<file path="config.mk">
export PLATFORM = sky130hd
export DESIGN_NAME = ssd_scan_decoder
export DESIGN_NICKNAME = d
export VERILOG_FILES = /design/src/rtl/ssd_scan_decoder.sv
export SDC_FILE = /design/constraint.sdc
export NUM_CORES = 1
export LEC_CHECK = 0
export ABC_AREA = 0
export CORE_ASPECT_RATIO = 1.75
export CORE_MARGIN = 10
export CORE_UTILIZATION = 57
export DETAILED_ROUTE_END_ITERATION = 12
export MAX_ROUTING_LAYER = met4
export PLACE_DENSITY = 0.95
export SLEW_MARGIN = 20
export SYNTH_ARGS = -nofsm -noshare
export SYNTH_HDL_FRONTEND = slang
export SYNTH_SLANG_ARGS = --single-unit
</file>
<file path="constraint.sdc">
create_clock -name clock -period 11.6 [get_ports clock]
set_input_delay 2.32 -clock clock [delete_from_list [all_inputs] [get_ports clock]]
set_output_delay 2.32 -clock clock [all_outputs]
set_load 0.02 [all_outputs]
</file>
<file path="src/rtl/ssd_scan_decoder.sv">
// Scan-side decoder for a multiplexed 7-segment display.
// Recovers per-digit hex values and full frames from an/seg.
module ssd_scan_decoder #(
  parameter int NUM_DIGITS = 8,
  parameter int STABLE_CYCLES = 4,
  parameter logic [NUM_DIGITS-1:0] ENABLE_MASK = 8'h3F
) (
  input  logic                    clock,
  input  logic                    reset,
  input  logic [NUM_DIGITS-1:0]   an,
  input  logic [6:0]              seg,
  output logic [4*NUM_DIGITS-1:0] digits,
  output logic [NUM_DIGITS-1:0]   digit_valid,
  output logic [4*NUM_DIGITS-1:0] frame_digits,
  output logic                    frame_done,
  output logic                    error,
  output logic [2:0]              err_index
);

  localparam int CW = (STABLE_CYCLES > 2) ? $clog2(STABLE_CYCLES) : 1;
  localparam int IW = (NUM_DIGITS > 1) ? $clog2(NUM_DIGITS) : 1;
  localparam logic [CW-1:0] CMAX = CW'(STABLE_CYCLES - 1);

  logic [NUM_DIGITS-1:0] an_s1, an_s2, an_p;
  logic [6:0] seg_s1, seg_s2, seg_p;
  logic [CW-1:0] cnt, cnt_nxt;
  logic captured, differ, capture;

  logic [NUM_DIGITS-1:0] seen, inv, newbit;
  logic [IW-1:0] idx;
  logic blank, single, legal, complete;
  logic [3:0] val;
  logic [4*NUM_DIGITS-1:0] digits_upd;

  always_ff @(posedge clock or posedge reset) begin
    if (reset) begin
      an_s1 <= '0;
      an_s2 <= '0;
      an_p <= '0;
      seg_s1 <= '0;
      seg_s2 <= '0;
      seg_p <= '0;
      cnt <= '0;
      captured <= 1'b0;
    end else begin
      an_s1 <= an;
      an_s2 <= an_s1;
      an_p <= an_s2;
      seg_s1 <= seg;
      seg_s2 <= seg_s1;
      seg_p <= seg_s2;
      cnt <= cnt_nxt;
      if (differ)
        captured <= 1'b0;
      else if (capture)
        captured <= 1'b1;
    end
  end

  // Capture lands on the edge where the counter reaches its top value.
  always_comb begin
    differ = {an_s2, seg_s2} != {an_p, seg_p};
    cnt_nxt = '0;
    if (!differ)
      cnt_nxt = (cnt == CMAX) ? cnt : cnt + CW'(1);
    capture = !differ && (cnt_nxt == CMAX) && !captured;
  end

  always_comb begin
    legal = 1'b1;
    val = 4'h0;
    case (seg_s2)
      7'b0000001: val = 4'h0;
      7'b1001111: val = 4'h1;
      7'b0010010: val = 4'h2;
      7'b0000110: val = 4'h3;
      7'b1001100: val = 4'h4;
      7'b0100100: val = 4'h5;
      7'b0100000: val = 4'h6;
      7'b0001111: val = 4'h7;
      7'b0000000: val = 4'h8;
      7'b0000100: val = 4'h9;
      7'b0001000: val = 4'hA;
      7'b1100000: val = 4'hB;
      7'b0110001: val = 4'hC;
      7'b1000010: val = 4'hD;
      7'b0110000: val = 4'hE;
      7'b0111000: val = 4'hF;
      default:    legal = 1'b0;
    endcase
  end

  always_comb begin
    inv = ~an_s2;
    blank = (inv == '0);
    single = !blank && ((inv & (inv - NUM_DIGITS'(1))) == '0);
    idx = '0;
    for (int i = 0; i < NUM_DIGITS; i++)
      if (inv[i]) idx = IW'(i);
    newbit = NUM_DIGITS'(1) << idx;
    digits_upd = digits;
    for (int i = 0; i < NUM_DIGITS; i++)
      if (IW'(i) == idx) digits_upd[4*i +: 4] = val;
    complete = |(newbit & ENABLE_MASK) &&
      (((seen | newbit) & ENABLE_MASK) == ENABLE_MASK);
  end

  always_ff @(posedge clock or posedge reset) begin
    if (reset) begin
      digits <= '0;
      digit_valid <= '0;
      frame_digits <= '0;
      frame_done <= 1'b0;
      error <= 1'b0;
      err_index <= 3'd0;
      seen <= '0;
    end else begin
      frame_done <= 1'b0;
      error <= 1'b0;
      if (capture && !blank) begin
        if (!single) begin
          error <= 1'b1;
          err_index <= 3'd7;
        end else if (!legal) begin
          error <= 1'b1;
          err_index <= 3'(idx);
          digit_valid[idx] <= 1'b0;
          seen <= '0;
        end else begin
          digits <= digits_upd;
          digit_valid[idx] <= 1'b1;
          if (complete) begin
            frame_done <= 1'b1;
            frame_digits <= digits_upd;
            seen <= '0;
          end else begin
            seen <= seen | (newbit & ENABLE_MASK);
          end
        end
      end
    end
  end

endmodule
</file>
==> insert_results.sql <==
INSERT INTO impl_metrics (metric_group, metric, value, unit) VALUES
('run_status', 'run_status', 'completed', ''),
('global_route', 'pin_count_of_the_biggest_net_entering_global_routing', '71', ''),
('placement', 'gp_congestion', '0.966', ''),
('sta', 'report.final.setup_viol', '0', ''),
('worst_setup_path', 'timing.critical_path.fanout_max', '32', ''),
('power', 'finalPower', '1.04', 'mW'),
('route', 'firstDrtPassIters', '6', ''),
('floorplanning', 'dieArea', '14600', 'sq um'),
('layout', 'final_layout_size_suffix_gt1_share', '21.0', '%'),
('global_route', 'grt_pass1_wl', '23.2', 'mm'),
('route', 'remaining_drc_errors', '0', ''),
('clock_network', 'ctsLongestPathBuffers', '2', ''),
('clock_network', 'clkTransAtPathRegs', '0.06', 'ns'),
('yosys', 'postSynthRegisterBits', '131', ''),
('global_route', 'initial_antenna_violation_count', '0', ''),
('sta', 'achievable-frequency', '226', 'MHz'),
('placement', 'port_buffers', '93', ''),
('sta', 'fin_crit', '4.43', 'ns'),
('sta', 'setup_repair_after_global_routing_missed_its_margin', 'no', ''),
('clock_network', 'clock_insertion_delay_at_the_later_pin_of_the_skew_report', '0.42', 'ns'),
('power', 'total_power_density_per_cell_area', '144', 'nW/um^2'),
('route', 'wl_per_cell', '21.8', 'microns'),
('clock_network', 'cts_tree', 'done', ''),
('sta', 'timing.final.max_slew_violations', '0', ''),
('run', 'max-cap-violations', '0', ''),
('clock_network', 'cts-resized-gates', '0', ''),
('route', 'detail_route.wirelength', '14.9', 'mm'),
('floorplanning', 'design.portCount', '94', ''),
('yosys', 'synth_fp_nets', '482', ''),
('layout', 'area_added_between_synthesis_and_finish', '25.9', '%'),
('sta', 'hold_viol_final', '0', ''),
('clock_network', 'cts.htree.levels', '4', ''),
('clock_network', 'post-cts-setup-buffer-count', '0', ''),
('global_route', 'grtUsageTotal', '21.1', '%'),
('floorplanning', 'floorplan.die.width', '95.7', 'microns'),
('yosys', 'yosysSeqAreaShare', '57.4', '%'),
('worst_setup_path', 'critPathLaunchType', 'flip-flop', ''),
('yosys', 'synth.avg_cell_area', '12.3', 'sq um'),
('global_route', 'first_global_vias', '4396', ''),
('worst_setup_path', 'critical_path.reg2reg.endpoint', 'frame_digits[16]', ''),
('power', 'power.leakage', '3.32', 'nW'),
('floorplanning', 'core_box_area', '9850', 'sq um'),
('yosys', 'synth_warnings', '0', ''),
('worst_hold_path', 'worst_hold_path.num_cells', '0', ''),
('yosys', 'post_synthesis_cells', '465', ''),
('worst_hold_path', 'timing.hold.worst.start', 'seg_s1[2]', ''),
('floorplanning', 'row_count', '48', ''),
('sta', 'worst_clock_skew', '0.00722', 'ns'),
('floorplanning', 'die_y_extent', '152', 'microns'),
('yosys', 'synth_async_sr_flop_share', '100', '%'),
('floorplanning', 'floorplan.initialDensity', '58.0', '%'),
('worst_setup_path', 'setup.worst_path.end_class', 'flip-flop', ''),
('yosys', 'synth_largest_area_cell', 'sky130_fd_sc_hd__dfrtp_1', ''),
('layout', 'antenna-diode-count', '0', ''),
('worst_setup_path', 'worst_r2r_path_depth', '6', ''),
('clock_network', 'num_cts_buffers', '17', ''),
('worst_setup_path', 'r2r_slack', '7.17', 'ns'),
('route', 'antenna_violating_nets_remaining', '0', ''),
('yosys', 'mappedNetlistArea', '5720', 'sq um'),
('sta', 'totalNegativeSetupSlack', '0', 'ns'),
('yosys', 'synth_area_leaders', 'sky130_fd_sc_hd__dfrtp_1 57%, sky130_fd_sc_hd__mux2_2 8.1%, sky130_fd_sc_hd__mux2_4 7.9%', ''),
('sta', 'post-route-period-util', '38.2', '%'),
('sta', 'worstMarginPinSlew', '1.25', 'ns'),
('worst_hold_path', 'min_path_type', 'flip-flop to flip-flop', ''),
('worst_setup_path', 'crit_type', 'flip-flop to flip-flop', ''),
('clock_network', 'clock_sink_count', '131', ''),
('yosys', 'synthDominantCellAreaShare', '57.4', '%'),
('route', 'number_of_violations_reported_at_the_end_of_detailed_routing_iteration_0', '594', ''),
('clock_network', 'cts-root-buf', 'sky130_fd_sc_hd__clkbuf_16', ''),
('worst_setup_path', 'worst_ep_required_time', '11.90', 'ns'),
('worst_setup_path', 'timing.rr.start', 'an_s2[7]', '');
## cells in the final DEF (no fill, tap or decap), types with 2 or more instances in the layout
master,instances
sky130_fd_sc_hd__dfrtp_1,131
sky130_fd_sc_hd__clkdlybuf4s50_1,93
sky130_fd_sc_hd__mux2_2,41
sky130_fd_sc_hd__nand2_1,38
sky130_fd_sc_hd__nor2_1,32
sky130_fd_sc_hd__mux2_4,30
sky130_fd_sc_hd__o21ai_0,24
sky130_fd_sc_hd__a21oi_1,24
sky130_fd_sc_hd__xor2_1,17
sky130_fd_sc_hd__clkbuf_16,17
sky130_fd_sc_hd__nor4_1,9
sky130_fd_sc_hd__inv_1,8
sky130_fd_sc_hd__nand3_1,6
sky130_fd_sc_hd__inv_6,6
sky130_fd_sc_hd__nor3_1,5
sky130_fd_sc_hd__nand4b_1,5
sky130_fd_sc_hd__nor3b_1,4
sky130_fd_sc_hd__o211ai_1,4
sky130_fd_sc_hd__nand4_1,3
sky130_fd_sc_hd__a31o_2,3
sky130_fd_sc_hd__o22a_1,3
sky130_fd_sc_hd__and3_1,3
sky130_fd_sc_hd__inv_8,3
sky130_fd_sc_hd__and3b_1,2
sky130_fd_sc_hd__o21a_1,2
sky130_fd_sc_hd__and4_1,2
sky130_fd_sc_hd__a221oi_1,2
sky130_fd_sc_hd__or3_1,2
sky130_fd_sc_hd__and3_2,2
sky130_fd_sc_hd__a32oi_1,2
sky130_fd_sc_hd__a21boi_0,2
sky130_fd_sc_hd__and2_1,2
sky130_fd_sc_hd__or2_2,2
sky130_fd_sc_hd__clkinvlp_4,2
sky130_fd_sc_hd__clkinv_4,2
sky130_fd_sc_hd__buf_4,2
## logic make-up after synthesis
| group | Yosys count | synth area share [%] |
|---|---|---|
| simple gates | 127 | 11.4 |
| buf+inv | 44 | 4.53 |
| compound gates | 74 | 7.93 |
| flops | 131 | 57.4 |
| xor+xnor | 17 | 2.61 |
| mux | 72 | 16.1 |
## routing by layer
metal  vias to the layer above  routed length, microns  part of all wire, %  global-route usage [%]
met1                      2009                    5180                   35                    21.4
li1                       1794                       -                    -                       -
met5                         -                       0                    0                       -
met2                       249                    7800                   52                    35.2
met4                         0                     810                  5.4                    13.2
met3                        76                    1080                  7.3                    4.83
## Yosys cell counts, drive strengths merged, types with 2 or more instances
library cell    n
or3             2
nand2          38
a32oi           2
xor2           17
and3b           2
o211ai          4
inv             9
nor4           10
nand4b          5
a21oi          24
and3            5
and2            2
dfrtp         131
o22a            3
nor3b           4
buf            15
a221oi          2
a21boi          2
nand3           6
nor3            6
mux2           71
clkbuf         20
a31o            3
o21a            2
and4            2
nor2           32
o21ai          25
nand4           4
or2             3
## registers in the layout, summed over array words and instances, names as in the netlist, named ones only
name          flops
seg_p             7
seg_s2            7
digits           32
seg_s1            7
seen              6
error             1
frame_done        1
an_p              8
an_s2             8
captured          1
an_s1             8
cnt               2
frame_digits     32
err_index         3
## where the power goes
| part | internal, mW | leakage (nW) | total, mW | switching [mW] |
|---|---|---|---|---|
| sequential | 0.465 | 1.73 | 0.476 | 0.0116 |
| combinational | 0.0130 | 1.31 | 0.0367 | 0.0237 |
| clock | 0.305 | 0.284 | 0.527 | 0.222 |
| total | 0.783 | 3.32 | 1.04 | 0.257 |
## worst max-delay path, stage by stage (launching register included)
cell and delay [ns]:
sky130_fd_sc_hd__dfrtp_1 0.76, sky130_fd_sc_hd__nand4_2 0.35, sky130_fd_sc_hd__nor4_2 0.94, sky130_fd_sc_hd__o21ai_0 0.23, sky130_fd_sc_hd__a2111o_1 0.46, sky130_fd_sc_hd__or4_2 1.08, sky130_fd_sc_hd__mux2_4 0.48
## per-stage QoR
| step | std cells | area, sq um | util [%] | setup WS, ns | hold slack [ns] |
|---|---|---|---|---|---|
| 2_1_floorplan | 465 | 5720 | - | 5.78 | 0.331 |
| 3_3_place_gp | 650 | 6600 | 67.0 | 7.48 | 0.332 |
| 3_5_place_dp | 650 | 6600 | 67.0 | 7.41 | 0.335 |
| 4_1_cts | 682 | 7190 | 73.0 | 7.31 | 0.344 |
| 5_1_grt | 682 | 7200 | 73.1 | 6.99 | 0.345 |
| 6_report | 682 | 7200 | 73.1 | 7.17 | 0.343 |
## how the worst max path moves through the flow
stage / from / end
after floorplan: reset / asynchronous set/reset pin
after global placement: reset / seg_s1[2]
after detailed placement: reset / seg_p[3]
after CTS: an_s2[7] / frame_digits[16]
after global routing: an_s2[7] / frame_digits[16]
final: an_s2[7] / frame_digits[16]
## final cells by class
type	count	area (sq um)	area share [%]
multi-input cells	290	2190	30.4
flip-flops and latches	131	3280	45.5
clock inverters	15	165	2.29
well taps	125	156	2.17
inverters	9	36.3	0.504
repair buffers	95	946	13.1
clock buffers	17	425	5.91
(Power assumes the default switching activity.)
